$ cat src/rtl/cnn_pkg.sv
// cnn_pkg: image geometry and window-generator state type shared by
// the cnn_window_gen block and its line buffers.
package cnn_pkg;

    localparam int IMG_W   = 28;
    localparam int IMG_H   = 28;
    localparam int K       = 3;
    localparam int OUT_W   = IMG_W - K + 1;
    localparam int NUM_WIN = OUT_W * OUT_W;

    typedef enum logic [1:0] {
        FILL,
        RUN,
        DONE
    } win_state_t;

endpackage

$ cat src/rtl/cnn_line_fifo.sv
// cnn_line_fifo: 1-bit delay line of DEPTH stages, advancing only on en.
// dout is the bit that was pushed DEPTH enabled cycles ago.
module cnn_line_fifo #(
    parameter int DEPTH = 28
) (
    input  logic clk,
    input  logic rst,
    input  logic en,
    input  logic din,
    output logic dout
);

    logic [DEPTH-1:0] sr_q;
    logic [DEPTH-1:0] sr_d;

    always_comb begin
        sr_d = sr_q;
        if (en) begin
            sr_d = {sr_q[DEPTH-2:0], din};
        end
    end

    always_ff @(posedge clk or posedge rst) begin
        if (rst) begin
            sr_q <= '0;
        end else begin
            sr_q <= sr_d;
        end
    end

    assign dout = sr_q[DEPTH-1];

endmodule

$ cat src/rtl/cnn_window_gen.sv
// cnn_window_gen: streams a raster bit image and emits every 3x3 window.
// Optional win_row/win_col outputs are built when CNN_WIN_IDX_EN is defined.
module cnn_window_gen #(
    parameter int IMG_W = cnn_pkg::IMG_W,
    parameter int IMG_H = cnn_pkg::IMG_H,
    parameter int K     = cnn_pkg::K
) (
    input  logic       clk,
    input  logic       rst,
    input  logic       clr,
    input  logic       pix_vld,
    input  logic       pix,
    output logic       pix_rdy,
    output logic       win_vld,
    output logic [8:0] win,
    input  logic       win_rdy,
    output logic       frame_done
`ifdef CNN_WIN_IDX_EN
    ,
    output logic [4:0] win_row,
    output logic [4:0] win_col
`endif
);

    import cnn_pkg::*;

    localparam logic [4:0] COL_MAX  = 5'(IMG_W - 1);
    localparam logic [4:0] ROW_MAX  = 5'(IMG_H - 1);
    localparam logic [9:0] WIN_LAST =
        10'((IMG_W - K + 1) * (IMG_H - K + 1) - 1);

    if (K != 3) begin : g_k_check
        $error("cnn_window_gen: only K=3 is supported");
    end

    win_state_t state_q;
    win_state_t state_d;
    logic [4:0] col_q;
    logic [4:0] col_d;
    logic [4:0] row_q;
    logic [4:0] row_d;
    logic [9:0] win_cnt_q;
    logic [9:0] win_cnt_d;
    logic       win_vld_q;
    logic       win_vld_d;
    logic [8:0] win_q;
    logic [8:0] win_d;
    logic       frame_done_q;
    logic       frame_done_d;
    logic       rdy_en_q;
    logic       rdy_en_d;

    logic pix_xfer;
    logic win_xfer;
    logic emit;
    logic l0_out;
    logic l1_out;

    // rdy_en_q holds pix_rdy low for the first cycle out of reset.
    assign rdy_en_d = 1'b1;
    assign pix_rdy  = rdy_en_q && (state_q != DONE)
                      && (!win_vld_q || win_rdy);
    assign pix_xfer = pix_vld && pix_rdy && !clr;
    assign win_xfer = win_vld_q && win_rdy && !clr;
    assign emit     = pix_xfer && (row_q >= 5'd2) && (col_q >= 5'd2);

    cnn_line_fifo #(
        .DEPTH(IMG_W)
    ) u_line0 (
        .clk (clk),
        .rst (rst),
        .en  (pix_xfer),
        .din (pix),
        .dout(l0_out)
    );

    cnn_line_fifo #(
        .DEPTH(IMG_W)
    ) u_line1 (
        .clk (clk),
        .rst (rst),
        .en  (pix_xfer),
        .din (l0_out),
        .dout(l1_out)
    );

    // Each window row is 3 bits, oldest column in the low bit.
    always_comb begin
        col_d     = col_q;
        row_d     = row_q;
        win_cnt_d = win_cnt_q;
        win_vld_d = win_vld_q;
        win_d     = win_q;
        if (pix_xfer) begin
            win_d = {pix,    win_q[8:7],
                     l0_out, win_q[5:4],
                     l1_out, win_q[2:1]};
            if (col_q == COL_MAX) begin
                col_d = '0;
                row_d = (row_q == ROW_MAX) ? 5'd0 : row_q + 5'd1;
            end else begin
                col_d = col_q + 5'd1;
            end
        end
        if (win_xfer) begin
            win_cnt_d = win_cnt_q + 10'd1;
            win_vld_d = 1'b0;
        end
        if (emit) begin
            win_vld_d = 1'b1;
        end
        if (clr) begin
            col_d     = '0;
            row_d     = '0;
            win_cnt_d = '0;
            win_vld_d = 1'b0;
        end
    end

    always_comb begin
        state_d      = state_q;
        frame_done_d = 1'b0;
        unique case (state_q)
            FILL: begin
                if (pix_xfer && row_q == 5'd1 && col_q == COL_MAX) begin
                    state_d = RUN;
                end
            end
            RUN: begin
                if (win_xfer && win_cnt_q == WIN_LAST) begin
                    state_d      = DONE;
                    frame_done_d = 1'b1;
                end
            end
            DONE: begin
                state_d = DONE;
            end
            default: begin
                state_d = FILL;
            end
        endcase
        if (clr) begin
            state_d = FILL;
        end
    end

    always_ff @(posedge clk or posedge rst) begin
        if (rst) begin
            state_q      <= FILL;
            col_q        <= '0;
            row_q        <= '0;
            win_cnt_q    <= '0;
            win_vld_q    <= 1'b0;
            win_q        <= '0;
            frame_done_q <= 1'b0;
            rdy_en_q     <= 1'b0;
        end else begin
            state_q      <= state_d;
            col_q        <= col_d;
            row_q        <= row_d;
            win_cnt_q    <= win_cnt_d;
            win_vld_q    <= win_vld_d;
            win_q        <= win_d;
            frame_done_q <= frame_done_d;
            rdy_en_q     <= rdy_en_d;
        end
    end

    assign win_vld    = win_vld_q;
    assign win        = win_q;
    assign frame_done = frame_done_q;

`ifdef CNN_WIN_IDX_EN
    logic [4:0] win_row_q;
    logic [4:0] win_row_d;
    logic [4:0] win_col_q;
    logic [4:0] win_col_d;

    always_comb begin
        win_row_d = win_row_q;
        win_col_d = win_col_q;
        if (emit) begin
            win_row_d = row_q - 5'd2;
            win_col_d = col_q - 5'd2;
        end
    end

    always_ff @(posedge clk or posedge rst) begin
        if (rst) begin
            win_row_q <= '0;
            win_col_q <= '0;
        end else begin
            win_row_q <= win_row_d;
            win_col_q <= win_col_d;
        end
    end

    assign win_row = win_row_q;
    assign win_col = win_col_q;
`endif

endmodule

$ cat config.mk
export PLATFORM = sky130hd
export DESIGN_NAME = cnn_window_gen
export DESIGN_NICKNAME = d
export VERILOG_FILES = /design/src/rtl/cnn_pkg.sv /design/src/rtl/cnn_line_fifo.sv /design/src/rtl/cnn_window_gen.sv
export SDC_FILE = /design/constraint.sdc
export NUM_CORES = 1
export LEC_CHECK = 0
export ABC_AREA = 1
export CORE_UTILIZATION = 45
export DETAILED_ROUTE_END_ITERATION = 6
export PLACE_DENSITY = 0.71
export SYNTH_ARGS = -nofsm -noshare
export SYNTH_HDL_FRONTEND = slang
export SYNTH_HIERARCHICAL = 1
export SYNTH_SLANG_ARGS = --single-unit
export TNS_END_PERCENT = 10
$ cat constraint.sdc
create_clock -name clk -period 2.55 [get_ports clk]
set_input_delay 0.51 -clock clk [delete_from_list [all_inputs] [get_ports clk]]
set_output_delay 0.51 -clock clk [all_outputs]
set_load 0.02 [all_outputs]
==> summary.md <==
| Metric | Value |
|---|---|
| Crit Path Category | flip-flop to output pin |
| Comb power frac | 0.143 |
| Clock Tree Buf Depth | 2 |
| Final design instance area without fill | 4500 sq um |
| Worst endpoint required time | 2.04 ns |
| Count of port buffers added during placement | 17 |
| Layout area overhead | 10.3% |
| Avg WL per Cell | 11.1 um |
| # fillers | 810 |
| Multi-input logic area | 1510 sq um |
| Synthesized area per cell | 8.49 sq um |
| Post-layout min period | 2.04 ns |
| Count of nets left with antenna violations after detail routing | 0 |
| Pin count of the biggest net entering global routing | 35 |
| PnR Total Power | 3.12 mW |
| Pins over their slew limit | 0 |
| Async SR Flop Fraction | 1.00 |
| Post-Syn Instances | approximately 480 |
| Layout cells sized above 1 | 0.0850 |
| Worst endpoint data arrival time | 1.53 ns |
| Worst hold slack after final layout | around 0.47 ns |
| Latest clock arrival within the worst-skew pair | 0.36 ns |
| CTS tree | yes |
| Ratio of final minimum period to clock period | 0.801 |
| Distinct cell type count after synthesis | 28 |
| Count of standard-cell rows | 34 |
| Clock root buffer | sky130_fd_sc_hd__clkbuf_8 |
| Post-detailed-routing wire length | approximately 6.8 mm |
| Max Clock Freq | about 0.49 GHz |
| Std-Cell Core Area | 8760 sq um |
| Final standard cell count with taps included and fillers excluded | 614 |
| First-pass GRT wire length | ~12 mm |
| CP endpoint kind | output pin |
| Worst setup skew after layout | 0.00671 ns |
| Y dimension of the die | roughly 97 um |
| Via count | 2,914 |
| Total standard cell area after synthesis | 4080 sq um |
| Worst-path fanout max | 3 |
| Sequential-to-total area share from yosys stat | 0.551 |
| Net count reported at finish | 516 |
| Placer Congestion | 0.807 |
| Number of synthesized register bits | 90 |
| Clock net sink count | 90 |
| Initial core utilization | 0.466 |
| Leakage dissipation | 2.47 nW |
| DRC viols | 0 |
| Via count of the first global-routing pass | 2,781 |
| Number of enable-type register cells in the synthesized netlist | 0 |
| Internal power | 2.29 mW |
| Max-cap check violation count | 0 |
| Post-synth top cells | 232 x sky130_fd_sc_hd__nand2_1, 90 x sky130_fd_sc_hd__dfrtp_1, 36 x sky130_fd_sc_hd__inv_1, 27 x sky130_fd_sc_hd__nor2_1, 18 x sky130_fd_sc_hd__nand3_1 |
| TritonRoute pass-1 iters | 4 |
| Share of the synthesized area in the top cell type | 0.551 |
| Yosys warning total | 6 |
| Largest cells by area after synthesis | sky130_fd_sc_hd__dfrtp_1 55%, sky130_fd_sc_hd__nand2_1 21%, sky130_fd_sc_hd__inv_1 3.3% |
| Switching power summed over all nets | 829 uW |
| Power density cells | 692 nW/um^2 |
| Class of the most critical hold timing path | flip-flop to flip-flop |
| Kind of start point of the critical path | flip-flop |
| Setup repair after global routing missed its margin | false |
| Post-detail-place hpwl | 4.56 mm |
| Cell Count Post-Placement | 598 |
| Endpoints failing hold | 0 |
| I/O pin count | 18 |
| CTS buffer count | 9 |
| Number of H-tree branching levels | 3 |
| Switching share of power | 0.266 |
| Library cell with the largest summed area after synthesis | sky130_fd_sc_hd__dfrtp_1 |
| Clock-pin slew reported for the worst setup and hold paths after clock tree synthesis | around 0.08 ns |
| Net Count, Synth | 496 |
| Horiz. Die Dim | 97.3 um |
| Initial antenna violation count | 0 |
| Clock network fraction of design power | 0.341 |
| Result of the run | finished clean |
| Setup slack of the most critical reg-to-reg path | approximately 0.64 ns |
| Via density per instance | 4.75 |
| Final setup vio count | 0 |
| Number of design-rule violations left by the first detailed-router iteration | 154 |
| Ys flop type | sky130_fd_sc_hd__dfrtp_1 |
| Setup tns final | 0 ns |
| Congestion Overflow GR | 0 |
| Dominant cell by count in the synthesized netlist | sky130_fd_sc_hd__nand2_1 |
| Seq. cell area | 2250 sq um |
| Total global routing track utilization | 0.156 |
| Number of buffers inserted to repair setup after CTS | 0 |
| Diode count | 0 |
| Area of the die | 9460 sq um |
| Area post-placement | between 4000 and 5000 sq um |
| Sequential share of power | 0.516 |
| IR drop worst, VDD | 0.000423 V |
-- final cells by class --
| class | count | share of cell area |
|---|---|---|
| multi-input combinational | 334 | 0.335 |
| tap | 108 | 0.0300 |
| clock inverter | 4 | 0.0167 |
| sequential | 90 | 0.500 |
| clock buffer | 12 | 0.0322 |
| timing repair buffer | 24 | 0.0500 |
| inverter | 42 | 0.0361 |
-- power by group through the flow --
stage | logic [mW] | registers, mW | clock network, mW
6_report | 0.445 | 1.61 | 1.06
5_1_grt | 0.510 | 1.63 | 1.15
4_1_cts | 0.455 | 1.61 | 1.11
3_5_place_dp | 0.454 | 1.64 | 0
3_3_place_gp | 0.440 | 1.63 | 0
2_1_floorplan | 0.297 | 1.66 | 0
-- cell usage in the layout (no fill, tap or decap) --
cell type,n
sky130_fd_sc_hd__a21oi_1,7
sky130_fd_sc_hd__o22ai_1,1
sky130_fd_sc_hd__nand2_1,232
sky130_fd_sc_hd__inv_2,5
sky130_fd_sc_hd__o2111ai_1,1
sky130_fd_sc_hd__inv_6,1
sky130_fd_sc_hd__xor2_1,4
sky130_fd_sc_hd__ha_1,9
sky130_fd_sc_hd__nor2_1,27
sky130_fd_sc_hd__o21ai_0,8
sky130_fd_sc_hd__nor3_1,2
sky130_fd_sc_hd__bufinv_16,2
sky130_fd_sc_hd__dfrtp_1,90
sky130_fd_sc_hd__dlymetal6s2s_1,1
sky130_fd_sc_hd__nand4_1,4
sky130_fd_sc_hd__nor2_2,2
sky130_fd_sc_hd__nand2_2,4
sky130_fd_sc_hd__nand3_4,1
sky130_fd_sc_hd__o21ai_1,3
sky130_fd_sc_hd__o22ai_2,1
sky130_fd_sc_hd__buf_4,7
sky130_fd_sc_hd__and3_1,1
sky130_fd_sc_hd__clkinvlp_4,2
sky130_fd_sc_hd__clkbuf_8,10
sky130_fd_sc_hd__nand3_1,18
sky130_fd_sc_hd__nor2_4,4
sky130_fd_sc_hd__clkdlybuf4s50_1,16
sky130_fd_sc_hd__clkbuf_1,2
sky130_fd_sc_hd__inv_1,36
sky130_fd_sc_hd__conb_1,1
sky130_fd_sc_hd__o21ai_2,4
-- metal layers --
metal,vias to the layer above,global-route usage,part of all wire
met5,-,0,0
met4,0,0.0701,0.018
met3,10,0.0410,0.035
met2,37,0.260,0.47
met1,1363,0.192,0.47
li1,1504,-,-
-- logic make-up (layout without fill, tap and decap cells) --
family | count (synthesis) | in the layout | synth area share
other | 1 | 1 | 0.000918
xor gates and xnor gates | 4 | 4 | 0.00858
and+or+nand+nor | 295 | 295 | 0.295
AOI/OAI and AO/OA | 25 | 25 | 0.0374
adders and majority gates | 9 | 9 | 0.0276
DFF | 90 | 90 | 0.551
buffers and inverters | 57 | 82 | 0.0794
-- sequential cells by signal, summed over array words and instances (netlist names) --
| name | cells |
|---|---|
| frame_done | 1 |
| win_cnt_q | 10 |
| win | 9 |
| row_q | 5 |
| u_line0/sr_q | 28 |
| u_line1/sr_q | 28 |
| win_vld | 1 |
| col_q | 5 |
| rdy_en_q | 1 |
| state_q | 2 |
-- critical path, stage by stage, from the launching register on --
cell and delay [ns]:
sky130_fd_sc_hd__dfrtp_1 0.39, sky130_fd_sc_hd__inv_1 0.07, sky130_fd_sc_hd__ha_1 0.20, sky130_fd_sc_hd__nor2_2 0.17
sky130_fd_sc_hd__nand2_1 0.08, sky130_fd_sc_hd__inv_1 0.06, sky130_fd_sc_hd__dlymetal6s2s_1 0.21
-- stage by stage --
step,worst slack (ns),utilization
3_5_place_dp,0.131,0.488
4_1_cts,0.0809,0.514
5_1_grt,0.329,0.514
3_3_place_gp,0.178,0.488
6_report,0.507,0.514
2_1_floorplan,0.956,-
-- worst paths after layout --
path | from | endpoint | depth (start not counted)
worst max-delay path | state_q[0] | pix_rdy | 6
worst min-delay path | win[0] | win[0] | 2
worst max register to register | state_q[0] | u_line1/sr_q[27] | 8
worst min register to register | win[0] | win[0] | 2
max in group asynchronous | rst | win[8] | 3
min in group asynchronous | rst | u_line1/sr_q[17] | 3
-- what timing repair did --
item	CTS	global route
hold buffers	0	0
setup endpoints to repair	0	1
gates resized for setup	0	1
No activity file was read; power rests on OpenSTA's default activity.
